--- src/rtl/sal_cmd_arbiter_if.sv ---
// ---------------------------------------------------------------------------
// sal_cmd_arbiter_if
//   Request/grant bundle between the per-bank scheduler controllers and the
//   command arbiter. It also carries the registered DRAM command bus that the
//   arbiter drives towards the DFI stage.
//
//   Timing configuration (static while traffic is present):
//     t_rrd_m1, t_ccd_m1, t_wtr_m1, t_rtw_m1 : minimum spacing minus one
//   Per-bank requests / grants (bit i = bank i):
//     act/rd/wr/pre/ref_req_arr, act/rd/wr/pre/ref_gnt_arr
//   Per-bank payload (bank i occupies slice i):
//     ra_arr, ca_arr, id_arr, len_arr
//   Command bus:
//     cmd_valid, cmd_type (0 NOP,1 ACT,2 RD,3 WR,4 PRE,5 REF),
//     cmd_ba, cmd_ra, cmd_ca, cmd_id, cmd_len
//
//   Modports: master = bank-controller side, slave = arbiter side.
// ---------------------------------------------------------------------------
interface sal_cmd_arbiter_if #(
  parameter int NUM_BANKS = 4,
  parameter int T_RRD_W   = 4,
  parameter int T_CCD_W   = 4,
  parameter int T_WTR_W   = 4,
  parameter int T_RTW_W   = 4,
  parameter int BA_W      = 3,
  parameter int RA_W      = 14,
  parameter int CA_W      = 10,
  parameter int ID_W      = 4,
  parameter int LEN_W     = 8
);

  logic [T_RRD_W-1:0]         t_rrd_m1;
  logic [T_CCD_W-1:0]         t_ccd_m1;
  logic [T_WTR_W-1:0]         t_wtr_m1;
  logic [T_RTW_W-1:0]         t_rtw_m1;

  logic [NUM_BANKS-1:0]       act_req_arr;
  logic [NUM_BANKS-1:0]       rd_req_arr;
  logic [NUM_BANKS-1:0]       wr_req_arr;
  logic [NUM_BANKS-1:0]       pre_req_arr;
  logic [NUM_BANKS-1:0]       ref_req_arr;

  logic [NUM_BANKS*RA_W-1:0]  ra_arr;
  logic [NUM_BANKS*CA_W-1:0]  ca_arr;
  logic [NUM_BANKS*ID_W-1:0]  id_arr;
  logic [NUM_BANKS*LEN_W-1:0] len_arr;

  logic [NUM_BANKS-1:0]       act_gnt_arr;
  logic [NUM_BANKS-1:0]       rd_gnt_arr;
  logic [NUM_BANKS-1:0]       wr_gnt_arr;
  logic [NUM_BANKS-1:0]       pre_gnt_arr;
  logic [NUM_BANKS-1:0]       ref_gnt_arr;

  logic                       cmd_valid;
  logic [2:0]                 cmd_type;
  logic [BA_W-1:0]            cmd_ba;
  logic [RA_W-1:0]            cmd_ra;
  logic [CA_W-1:0]            cmd_ca;
  logic [ID_W-1:0]            cmd_id;
  logic [LEN_W-1:0]           cmd_len;

  modport master (
    output t_rrd_m1, t_ccd_m1, t_wtr_m1, t_rtw_m1,
    output act_req_arr, rd_req_arr, wr_req_arr, pre_req_arr, ref_req_arr,
    output ra_arr, ca_arr, id_arr, len_arr,
    input  act_gnt_arr, rd_gnt_arr, wr_gnt_arr, pre_gnt_arr, ref_gnt_arr,
    input  cmd_valid, cmd_type, cmd_ba, cmd_ra, cmd_ca, cmd_id, cmd_len
  );

  modport slave (
    input  t_rrd_m1, t_ccd_m1, t_wtr_m1, t_rtw_m1,
    input  act_req_arr, rd_req_arr, wr_req_arr, pre_req_arr, ref_req_arr,
    input  ra_arr, ca_arr, id_arr, len_arr,
    output act_gnt_arr, rd_gnt_arr, wr_gnt_arr, pre_gnt_arr, ref_gnt_arr,
    output cmd_valid, cmd_type, cmd_ba, cmd_ra, cmd_ca, cmd_id, cmd_len
  );

endinterface

--- src/rtl/sal_cmd_arbiter.sv ---
// ---------------------------------------------------------------------------
// sal_cmd_arbiter
//   Collects ACT/RD/WR/PRE/REF requests from NUM_BANKS bank controllers,
//   enforces the inter-bank spacings tRRD, tCCD, tWTR and tRTW, grants at most
//   one command per cycle with round-robin fairness across banks, and
//   registers the winner onto the single DRAM command bus.
//
//   Ports:
//     i_clk    controller clock
//     i_rst_n  asynchronous active-low reset
//     bus      sal_cmd_arbiter_if.slave (timing config, requests, payload,
//              grants, command bus)
// ---------------------------------------------------------------------------
module sal_cmd_arbiter #(
  parameter int NUM_BANKS  = 4,
  parameter int BANK_PTR_W = $clog2(NUM_BANKS),
  parameter int T_RRD_W    = 4,
  parameter int T_CCD_W    = 4,
  parameter int T_WTR_W    = 4,
  parameter int T_RTW_W    = 4,
  parameter int BA_W       = 3,
  parameter int RA_W       = 14,
  parameter int CA_W       = 10,
  parameter int ID_W       = 4,
  parameter int LEN_W      = 8
) (
  input logic            i_clk,
  input logic            i_rst_n,
  sal_cmd_arbiter_if.slave bus
);

  typedef enum logic [2:0] {
    CMD_NOP = 3'd0,
    CMD_ACT = 3'd1,
    CMD_RD  = 3'd2,
    CMD_WR  = 3'd3,
    CMD_PRE = 3'd4,
    CMD_REF = 3'd5
  } cmd_type_e;

  logic [BANK_PTR_W-1:0] r_rr_ptr;
  logic [T_RRD_W-1:0]    r_rrd_cnt;
  logic [T_CCD_W-1:0]    r_ccd_cnt;
  logic [T_WTR_W-1:0]    r_wtr_cnt;
  logic [T_RTW_W-1:0]    r_rtw_cnt;

  logic                  r_cmd_valid;
  cmd_type_e             r_cmd_type;
  logic [BA_W-1:0]       r_cmd_ba;
  logic [RA_W-1:0]       r_cmd_ra;
  logic [CA_W-1:0]       r_cmd_ca;
  logic [ID_W-1:0]       r_cmd_id;
  logic [LEN_W-1:0]      r_cmd_len;

  logic                  w_act_ok;
  logic                  w_rd_ok;
  logic                  w_wr_ok;
  logic [NUM_BANKS-1:0]  w_cand;
  logic                  w_win_found;
  logic [BANK_PTR_W-1:0] w_win_bank;
  cmd_type_e             w_win_type;

  // Class-wide eligibility: counters at zero mean the spacing has elapsed.
  assign w_act_ok = (r_rrd_cnt == '0);
  assign w_rd_ok  = (r_ccd_cnt == '0) && (r_wtr_cnt == '0);
  assign w_wr_ok  = (r_ccd_cnt == '0) && (r_rtw_cnt == '0);

  // A bank competes only if at least one of its requests may issue now, so a
  // timing-blocked bank never holds up the banks behind it.
  assign w_cand = bus.ref_req_arr
                | bus.pre_req_arr
                | (bus.act_req_arr & {NUM_BANKS{w_act_ok}})
                | (bus.rd_req_arr  & {NUM_BANKS{w_rd_ok}})
                | (bus.wr_req_arr  & {NUM_BANKS{w_wr_ok}});

  // Round-robin scan from r_rr_ptr; the pointer width makes the index wrap.
  always_comb begin
    logic [BANK_PTR_W-1:0] v_idx;
    w_win_found = 1'b0;
    w_win_bank  = r_rr_ptr;
    v_idx       = r_rr_ptr;
    for (int k = 0; k < NUM_BANKS; k++) begin
      v_idx = r_rr_ptr + BANK_PTR_W'(k);
      if (!w_win_found && w_cand[v_idx]) begin
        w_win_found = 1'b1;
        w_win_bank  = v_idx;
      end
    end
  end

  // Within the winning bank: ref > pre > act > rd > wr, eligible types only.
  always_comb begin
    w_win_type = CMD_NOP;
    if (w_win_found) begin
      if (bus.ref_req_arr[w_win_bank])
        w_win_type = CMD_REF;
      else if (bus.pre_req_arr[w_win_bank])
        w_win_type = CMD_PRE;
      else if (bus.act_req_arr[w_win_bank] && w_act_ok)
        w_win_type = CMD_ACT;
      else if (bus.rd_req_arr[w_win_bank] && w_rd_ok)
        w_win_type = CMD_RD;
      else
        w_win_type = CMD_WR;
    end
  end

  always_comb begin
    bus.act_gnt_arr = '0;
    bus.rd_gnt_arr  = '0;
    bus.wr_gnt_arr  = '0;
    bus.pre_gnt_arr = '0;
    bus.ref_gnt_arr = '0;
    for (int i = 0; i < NUM_BANKS; i++) begin
      if (w_win_found && (w_win_bank == BANK_PTR_W'(i))) begin
        bus.act_gnt_arr[i] = (w_win_type == CMD_ACT);
        bus.rd_gnt_arr[i]  = (w_win_type == CMD_RD);
        bus.wr_gnt_arr[i]  = (w_win_type == CMD_WR);
        bus.pre_gnt_arr[i] = (w_win_type == CMD_PRE);
        bus.ref_gnt_arr[i] = (w_win_type == CMD_REF);
      end
    end
  end

  // Pointer moves just past the winner so it becomes lowest priority next.
  always_ff @(posedge i_clk or negedge i_rst_n) begin
    if (!i_rst_n) begin
      r_rr_ptr <= '0;
    end else if (w_win_found) begin
      r_rr_ptr <= w_win_bank + BANK_PTR_W'(1);
    end
  end

  // Spacing counters: load on the granting edge, otherwise count down to 0.
  always_ff @(posedge i_clk or negedge i_rst_n) begin
    if (!i_rst_n) begin
      r_rrd_cnt <= '0;
      r_ccd_cnt <= '0;
      r_wtr_cnt <= '0;
      r_rtw_cnt <= '0;
    end else begin
      if (w_win_type == CMD_ACT)
        r_rrd_cnt <= bus.t_rrd_m1;
      else if (r_rrd_cnt != '0)
        r_rrd_cnt <= r_rrd_cnt - T_RRD_W'(1);

      if ((w_win_type == CMD_RD) || (w_win_type == CMD_WR))
        r_ccd_cnt <= bus.t_ccd_m1;
      else if (r_ccd_cnt != '0)
        r_ccd_cnt <= r_ccd_cnt - T_CCD_W'(1);

      if (w_win_type == CMD_WR)
        r_wtr_cnt <= bus.t_wtr_m1;
      else if (r_wtr_cnt != '0)
        r_wtr_cnt <= r_wtr_cnt - T_WTR_W'(1);

      if (w_win_type == CMD_RD)
        r_rtw_cnt <= bus.t_rtw_m1;
      else if (r_rtw_cnt != '0)
        r_rtw_cnt <= r_rtw_cnt - T_RTW_W'(1);
    end
  end

  // Command register: address fields hold their last value on idle cycles.
  always_ff @(posedge i_clk or negedge i_rst_n) begin
    if (!i_rst_n) begin
      r_cmd_valid <= 1'b0;
      r_cmd_type  <= CMD_NOP;
      r_cmd_ba    <= '0;
      r_cmd_ra    <= '0;
      r_cmd_ca    <= '0;
      r_cmd_id    <= '0;
      r_cmd_len   <= '0;
    end else begin
      r_cmd_valid <= w_win_found;
      r_cmd_type  <= w_win_type;
      if (w_win_found) begin
        r_cmd_ba  <= BA_W'(w_win_bank);
        r_cmd_ra  <= bus.ra_arr[w_win_bank*RA_W +: RA_W];
        r_cmd_ca  <= bus.ca_arr[w_win_bank*CA_W +: CA_W];
        r_cmd_id  <= bus.id_arr[w_win_bank*ID_W +: ID_W];
        r_cmd_len <= bus.len_arr[w_win_bank*LEN_W +: LEN_W];
      end
    end
  end

  assign bus.cmd_valid = r_cmd_valid;
  assign bus.cmd_type  = r_cmd_type;
  assign bus.cmd_ba    = r_cmd_ba;
  assign bus.cmd_ra    = r_cmd_ra;
  assign bus.cmd_ca    = r_cmd_ca;
  assign bus.cmd_id    = r_cmd_id;
  assign bus.cmd_len   = r_cmd_len;

endmodule
--- src/flat_wrapper.sv ---
// flat-port wrapper written by rule: the top's interface ports become plain ports
module sal_cmd_arbiter_flat 
#(
  parameter int NUM_BANKS  = 4,
  parameter int BANK_PTR_W = $clog2(NUM_BANKS),
  parameter int T_RRD_W    = 4,
  parameter int T_CCD_W    = 4,
  parameter int T_WTR_W    = 4,
  parameter int T_RTW_W    = 4,
  parameter int BA_W       = 3,
  parameter int RA_W       = 14,
  parameter int CA_W       = 10,
  parameter int ID_W       = 4,
  parameter int LEN_W      = 8
)
  (i_clk, i_rst_n, bus_t_rrd_m1, bus_t_ccd_m1, bus_t_wtr_m1, bus_t_rtw_m1, bus_act_req_arr, bus_rd_req_arr, bus_wr_req_arr, bus_pre_req_arr, bus_ref_req_arr, bus_ra_arr, bus_ca_arr, bus_id_arr, bus_len_arr, bus_act_gnt_arr, bus_rd_gnt_arr, bus_wr_gnt_arr, bus_pre_gnt_arr, bus_ref_gnt_arr, bus_cmd_valid, bus_cmd_type, bus_cmd_ba, bus_cmd_ra, bus_cmd_ca, bus_cmd_id, bus_cmd_len);
  sal_cmd_arbiter_if #(.NUM_BANKS(NUM_BANKS), .T_RRD_W(T_RRD_W), .T_CCD_W(T_CCD_W), .T_WTR_W(T_WTR_W), .T_RTW_W(T_RTW_W), .BA_W(BA_W), .RA_W(RA_W), .CA_W(CA_W), .ID_W(ID_W), .LEN_W(LEN_W)) bus_i ();
  input logic i_clk;
  input logic i_rst_n;
  input wire logic [$bits(bus_i.t_rrd_m1)-1:0] bus_t_rrd_m1;
  input wire logic [$bits(bus_i.t_ccd_m1)-1:0] bus_t_ccd_m1;
  input wire logic [$bits(bus_i.t_wtr_m1)-1:0] bus_t_wtr_m1;
  input wire logic [$bits(bus_i.t_rtw_m1)-1:0] bus_t_rtw_m1;
  input wire logic [$bits(bus_i.act_req_arr)-1:0] bus_act_req_arr;
  input wire logic [$bits(bus_i.rd_req_arr)-1:0] bus_rd_req_arr;
  input wire logic [$bits(bus_i.wr_req_arr)-1:0] bus_wr_req_arr;
  input wire logic [$bits(bus_i.pre_req_arr)-1:0] bus_pre_req_arr;
  input wire logic [$bits(bus_i.ref_req_arr)-1:0] bus_ref_req_arr;
  input wire logic [$bits(bus_i.ra_arr)-1:0] bus_ra_arr;
  input wire logic [$bits(bus_i.ca_arr)-1:0] bus_ca_arr;
  input wire logic [$bits(bus_i.id_arr)-1:0] bus_id_arr;
  input wire logic [$bits(bus_i.len_arr)-1:0] bus_len_arr;
  output wire logic [$bits(bus_i.act_gnt_arr)-1:0] bus_act_gnt_arr;
  output wire logic [$bits(bus_i.rd_gnt_arr)-1:0] bus_rd_gnt_arr;
  output wire logic [$bits(bus_i.wr_gnt_arr)-1:0] bus_wr_gnt_arr;
  output wire logic [$bits(bus_i.pre_gnt_arr)-1:0] bus_pre_gnt_arr;
  output wire logic [$bits(bus_i.ref_gnt_arr)-1:0] bus_ref_gnt_arr;
  output wire logic [$bits(bus_i.cmd_valid)-1:0] bus_cmd_valid;
  output wire logic [$bits(bus_i.cmd_type)-1:0] bus_cmd_type;
  output wire logic [$bits(bus_i.cmd_ba)-1:0] bus_cmd_ba;
  output wire logic [$bits(bus_i.cmd_ra)-1:0] bus_cmd_ra;
  output wire logic [$bits(bus_i.cmd_ca)-1:0] bus_cmd_ca;
  output wire logic [$bits(bus_i.cmd_id)-1:0] bus_cmd_id;
  output wire logic [$bits(bus_i.cmd_len)-1:0] bus_cmd_len;
  assign bus_i.t_rrd_m1 = bus_t_rrd_m1;
  assign bus_i.t_ccd_m1 = bus_t_ccd_m1;
  assign bus_i.t_wtr_m1 = bus_t_wtr_m1;
  assign bus_i.t_rtw_m1 = bus_t_rtw_m1;
  assign bus_i.act_req_arr = bus_act_req_arr;
  assign bus_i.rd_req_arr = bus_rd_req_arr;
  assign bus_i.wr_req_arr = bus_wr_req_arr;
  assign bus_i.pre_req_arr = bus_pre_req_arr;
  assign bus_i.ref_req_arr = bus_ref_req_arr;
  assign bus_i.ra_arr = bus_ra_arr;
  assign bus_i.ca_arr = bus_ca_arr;
  assign bus_i.id_arr = bus_id_arr;
  assign bus_i.len_arr = bus_len_arr;
  assign bus_act_gnt_arr = bus_i.act_gnt_arr;
  assign bus_rd_gnt_arr = bus_i.rd_gnt_arr;
  assign bus_wr_gnt_arr = bus_i.wr_gnt_arr;
  assign bus_pre_gnt_arr = bus_i.pre_gnt_arr;
  assign bus_ref_gnt_arr = bus_i.ref_gnt_arr;
  assign bus_cmd_valid = bus_i.cmd_valid;
  assign bus_cmd_type = bus_i.cmd_type;
  assign bus_cmd_ba = bus_i.cmd_ba;
  assign bus_cmd_ra = bus_i.cmd_ra;
  assign bus_cmd_ca = bus_i.cmd_ca;
  assign bus_cmd_id = bus_i.cmd_id;
  assign bus_cmd_len = bus_i.cmd_len;
  sal_cmd_arbiter #(.NUM_BANKS(NUM_BANKS), .BANK_PTR_W(BANK_PTR_W), .T_RRD_W(T_RRD_W), .T_CCD_W(T_CCD_W), .T_WTR_W(T_WTR_W), .T_RTW_W(T_RTW_W), .BA_W(BA_W), .RA_W(RA_W), .CA_W(CA_W), .ID_W(ID_W), .LEN_W(LEN_W)) u_core (.i_clk(i_clk), .i_rst_n(i_rst_n), .bus(bus_i));
endmodule
--- config.mk ---
export PLATFORM = sky130hd
export DESIGN_NAME = sal_cmd_arbiter_flat
export DESIGN_NICKNAME = d
export VERILOG_FILES = /design/src/rtl/sal_cmd_arbiter_if.sv /design/src/rtl/sal_cmd_arbiter.sv /design/src/flat_wrapper.sv
export SDC_FILE = /design/constraint.sdc
export NUM_CORES = 1
export LEC_CHECK = 0
export CORE_UTILIZATION = 42
export DETAILED_ROUTE_END_ITERATION = 12
export PLACE_DENSITY_LB_ADDON = 0.12
export SLEW_MARGIN = 20
export SYNTH_ARGS = -nofsm -noshare
export SYNTH_HDL_FRONTEND = slang
export SYNTH_SLANG_ARGS = --single-unit
--- constraint.sdc ---
create_clock -name i_clk -period 7.4 [get_ports i_clk]
set_input_delay 1.48 -clock i_clk [delete_from_list [all_inputs] [get_ports i_clk]]
set_output_delay 1.48 -clock i_clk [all_outputs]
set_load 0.005 [all_outputs]
# Word level (Yosys, flattened, before mapping)
# Index checks and enable logic that the tools add are counted.
[totals]
reg_bits = 60
input_bits = 182
output_inout_bits = 63
wordCells = 130
[op_classes]
addsub = 8
mul = 2
n_lt_le_gt_ge = 5
eq_ne = 8
n_shift = 4
n_mux = 56
n_bitwise = 7
reduce_logical = 28
[ops]
columns = ["op", "n"]
rows = [
  ["$shiftx 56x7->14", 1],
  ["$shiftx 40x7->10", 1],
  ["$mux 1", 33],
  ["$mux 4", 8],
  ["$shiftx 32x6->8", 1],
  ["$bmux 1 s2", 8],
  ["$logic_not 4->1", 4],
  ["$or 4x4->4", 4],
  ["$reduce_bool 4->1", 4],
  ["$shiftx 16x5->4", 1],
  ["$sub 4x1->4 const B", 4],
  ["$lt 2x3->1 const B", 5],
  ["$and 4x4->4", 3],
  ["$mux 3", 4],
  ["$logic_and 1x1->1", 11],
  ["$mul 2x3->5 const B", 2],
  ["$reduce_bool 2->1", 4],
  ["$eq 3x2->1 const B", 2],
  ["$eq 3x3->1 const B", 2],
  ["$mux 2", 3],
  ["$add 2x1->2 const B", 2],
  ["$add 2x2->2 const B", 2],
  ["$eq 2x2->1 const B", 2],
  ["$eq 3x1->1 const B", 1],
  ["other kinds (4)", 6],
]

# Longest topological paths before layout
[depth]
word_depth = 28
mapped_depth = 15
depth_no_buf = 12

# Least setup slack after synthesis
# OpenSTA, ideal clock, no wires.
[synth_path]
path_type = "input to output"
start = "in bus_pre_req_arr[3]"
end = "out bus_wr_gnt_arr[0]"
arrival_ps = 4178
setup_slack_ps = 1742
cell_stages = 12
path_buffers = 2
cell_sequence = "or2_1 a311o_1 or2_1 o22a_1 o221ai_2 buf_6 mux2i_2 mux2i_4 nor4_4 nor2b_1 buf_4 and3_1"
[synth_lines]
columns = ["element", "line", "source"]
rows = [
  ["start, declared", "flat_wrapper.sv:27", "input wire logic [$bits(bus_i.pre_req_arr)-1:0] bus_pre_req_arr;"],
  ["$or 4x4->4", "sal_cmd_arbiter.sv:71", "| bus.pre_req_arr"],
  ["$or 4x4->4", "sal_cmd_arbiter.sv:72", "| (bus.act_req_arr & {NUM_BANKS{w_act_ok}})"],
  ["$or 4x4->4", "sal_cmd_arbiter.sv:73", "| (bus.rd_req_arr & {NUM_BANKS{w_rd_ok}})"],
  ["$or 4x4->4", "sal_cmd_arbiter.sv:74", "| (bus.wr_req_arr & {NUM_BANKS{w_wr_ok}});"],
  ["$bmux 1 s2", "sal_cmd_arbiter.sv:84", "if (!w_win_found && w_cand[v_idx]) begin"],
  ["$mux 1 (implied by the code)", "sal_cmd_arbiter.sv:84", ""],
  ["$mux 1", "sal_cmd_arbiter.sv:84", ""],
  ["$logic_not 1->1", "sal_cmd_arbiter.sv:84", ""],
  ["(+10 left out)", "-", ""],
  ["$logic_and 1x1->1", "sal_cmd_arbiter.sv:99", "else if (bus.act_req_arr[w_win_bank] && w_act_ok)"],
  ["$mux 3", "sal_cmd_arbiter.sv:99", ""],
  ["$mux 3", "sal_cmd_arbiter.sv:97", "else if (bus.pre_req_arr[w_win_bank])"],
  ["$mux 3", "sal_cmd_arbiter.sv:95", "if (bus.ref_req_arr[w_win_bank])"],
  ["$mux 3 *", "sal_cmd_arbiter.sv:94", "if (w_win_found) begin"],
  ["via u_core.w_win_type[1]", "sal_cmd_arbiter.sv:61", "cmd_type_e w_win_type;"],
  ["$eq 3x2->1 *", "sal_cmd_arbiter.sv:118", "bus.wr_gnt_arr[i] = (w_win_type == CMD_WR);"],
  ["$mux 1 *", "sal_cmd_arbiter.sv:115", "if (w_win_found && (w_win_bank == BANK_PTR_W'(i))) begin"],
  ["end, declared", "flat_wrapper.sv:35", "output wire logic [$bits(bus_i.wr_gnt_arr)-1:0] bus_wr_gnt_arr;"],
]
# The timed path passes the listed nets; every way through them passes the cells marked *. The select of a mux whose other input is x is not followed.

# Worst setup path after layout
[layout_path]
start = "in bus_pre_req_arr[3]"
end = "out bus_wr_gnt_arr[2]"
# Same word-level chain as after synthesis.

==> flow_summary.toml <==
[hold_path]
min-delay-start = "u_core.bus.cmd_ra[0]$_DFFE_PN0N_"
hold_class = "reg -> reg"

[logic_synthesis]
yosysUniqueCellTypes = 49
synth_edf_count = 0
synth_warnings = 0
synthTopCellsByArea = "dfrtp_1, mux2i_1, mux2_2"
yosysTopAreaCellShare_pct = 35.1
ys_seq_elements = 60
synthCells = 469
async_flop_share_pct = 100
yosysSeqAreaShare_pct = 35.1
postSynthNetCount = 663
ys.flop_type = "dfrtp_1"
synth.avg_cell_area_um2 = 9.12
syn_area_um2 = 4280
synth_area_leader_cell = "dfrtp_1"

[clock_network]
clk_path_buf_depth = 2
clock_latency_ps = 340
clock-root-buffer = "clkbuf_8"
htree_levels = 3
postCtsSetupBuffers = 0
clkSinkCount = 60
numCtsBuffers = 9
cts_tree = "done"
cts_resized = 0
clk_pin_slew_ps = 60
ctsHoldBuffers = 0

[drt]
drc = 0
drtIter0Drc = 106
ant_nets = 0
vias_per_cell = 5.09
wl_per_cell_um = 15.7
drt_pass1_iterations = 4
vias = 4269
wl_um = 13200

[place]
routabilityCongestion = 0.860
dp_cells = 823
port_buffers = 243
hpwl_um = 10400

[floorplan]
dieArea_um2 = 10600
placementRows = 36
die_x_um = 103
io_pins = 245
design.core.area_um2 = 9820
start_util_pct = 43.6
die_h_um = 103

[critical_path]
critPathKind = "in -> out"
worstPathArrival_ps = 5370
setup.worst_path.end_class = "output pin"
path_max_fanout = 10
crit_start = "bus_pre_req_arr[3]"
reg2reg_from = "u_core.r_ccd_cnt[0]$_DFFE_PN0P_"
worstPathRequired_ps = 5920
crit_path_start_kind = "input port"

[pwr]
p_leak_nw = 2.87
power-per-cell-area_nw_per_um2 = 348
vdd_drop_max_uv = 224

[timing]
setup_tns_ps = 0
fin_worst_skew_ps = 10.2
maxSlewHeadroom_pct = 47.6
rsz0062_at_grt = "false"
slew_violations = 0
setup_viol = 0
max_freq_mhz = 146
fin_crit_sh_pct = 92.6
min_period_ps = 6850
hold_viol = 0
worst_slew_pin_slew_ps = 786

[run_status]
status = "finished clean"

[global_route]
grt_pass1_vias = 4185
grt_pass1_wl_um = 19800
antenna_found_initial = 0
grt_max_degree = 61
grt-ovfl-total = 0
gr-usage-all-layers_pct = 24.9

[cells_and_area]
fillers = 799
antenna_cells = 0
drive_above_1_share_pct = 11.3
layout_commonest_cell = "clkdlybuf4s50_1"
syn_to_final_growth_pct = 63.5
final_core_util_pct = 71.2
layout.cells.non_filler = 838
layout_common_cells = "clkdlybuf4s50_1, dfrtp_1, mux2i_1, nand2_1"
nNetsFinal = 895

[flow_run]
maxCapViolations = 0
kinds of logic after synthesis:
logic type               Yosys count  synth area share (%)
flip-flops                        60                  35.1
multiplexers                      97                  24.8
other                              1                0.0876
AO/OA/AOI/OAI                    102                  13.5
XOR/XNOR                           8                  1.64
buffers and inverters             45                  4.59
AND/OR/NAND/NOR                  144                  16.8
adder cells (fa/ha/maj)           12                  3.51
through the flow:
| stage | setup slack, ps | hold WS (ps) | cell area [µm²] | power [mW] |
|---|---|---|---|---|
| after floorplan | 1740 | 473 | 4280 | 1.57 |
| final | 547 | 476 | 7000 | 2.43 |
| after CTS | 568 | 484 | 7000 | 2.46 |
| after detailed placement | 590 | 469 | 6810 | 2.16 |
| after global placement | 690 | 461 | 6810 | 2.11 |
| after global routing | 348 | 502 | 7000 | 2.63 |
layout make-up:
class                      count  area, µm²  area share (%)
multi-input combinational    364       2590            37.1
timing repair buffer         251       2490            35.6
sequential                    60       1500            21.5
clock buffer                  14        183            2.61
tap                          133        166            2.38
inverter                      15       57.6           0.823
clock inverter                 1       5.00          0.0715
power by group:
group | leakage [nW] | switching, mW | total [mW] | internal (mW)
clock | 0.0986 | 0.127 | 0.283 | 0.156
combinational | 2.06 | 0.692 | 1.54 | 0.849
sequential | 0.710 | 0.112 | 0.612 | 0.500
flip-flops by register name, indices dropped and copies added (netlist names):
register / count
u_core.bus.cmd_ra: 14
u_core.r_rr_ptr: 2
u_core.bus.cmd_ba: 2
u_core.r_wtr_cnt: 4
u_core.bus.cmd_len: 8
u_core.r_rtw_cnt: 4
u_core.bus.cmd_ca: 10
u_core.bus.cmd_id: 4
u_core.bus.cmd_valid: 1
u_core.bus.cmd_type: 3
u_core.r_rrd_cnt: 4
u_core.r_ccd_cnt: 4
synth_stat cells (2+ instances only):
master    instances
nor3b_1           2
nor3_1            6
inv_1            14
and3_1           11
nor3b_2           2
and2_1            5
nor2_1           45
buf_2             6
ha_1             12
a21o_1            3
mux2i_1          48
mux2_1            4
nand3_1           4
clkbuf_1         18
o21ai_0          45
a21oi_1          40
a211oi_1          2
nor3b_4           2
or3_1             4
mux2_2           39
nor4bb_1          2
nand2_1          48
dfrtp_1          60
mux2_4            3
buf_4             3
nor2b_1           7
xnor2_1           8
buf_1             2
or2_1             3
mux2i_2           2
critical path, stage by stage:
cell	delay [ps]
clkdlybuf4s50_1	430
or2_1	240
a311o_1	350
a211oi_1	370
a21oi_1	160
o221ai_4	450
mux2i_1	340
mux2i_4	170
nor4_4	360
nor2b_1	320
and3_1	200
clkdlybuf4s50_1	490
per-layer routing:
metal / vias up / global-route usage, % / routed length (µm)
li1: 2098 / - / -
met1: 1964 / 26.3 / 4970
met2: 175 / 44.7 / 6690
met3: 32 / 6.71 / 987
met4: 0 / 14.2 / 506
met5: - / 0 / 0
final timing paths:
check / to / slack (ps) / cells after the start
max: bus_wr_gnt_arr[2] / 550 / 12
min reg2reg: u_core.bus.cmd_ra[0]$_DFFE_PN0N_ / 480 / 2
max in group asynchronous: u_core.bus.cmd_len[0]$_DFFE_PN0N_ / 5570 / 2
min: u_core.bus.cmd_ra[0]$_DFFE_PN0N_ / 480 / 2
max reg2reg: u_core.r_wtr_cnt[1]$_DFFE_PN0P_ / 2980 / 13
min in group asynchronous: u_core.r_rtw_cnt[3]$_DFFE_PN0P_ / 1290 / 2
(Power assumes the default switching activity.)
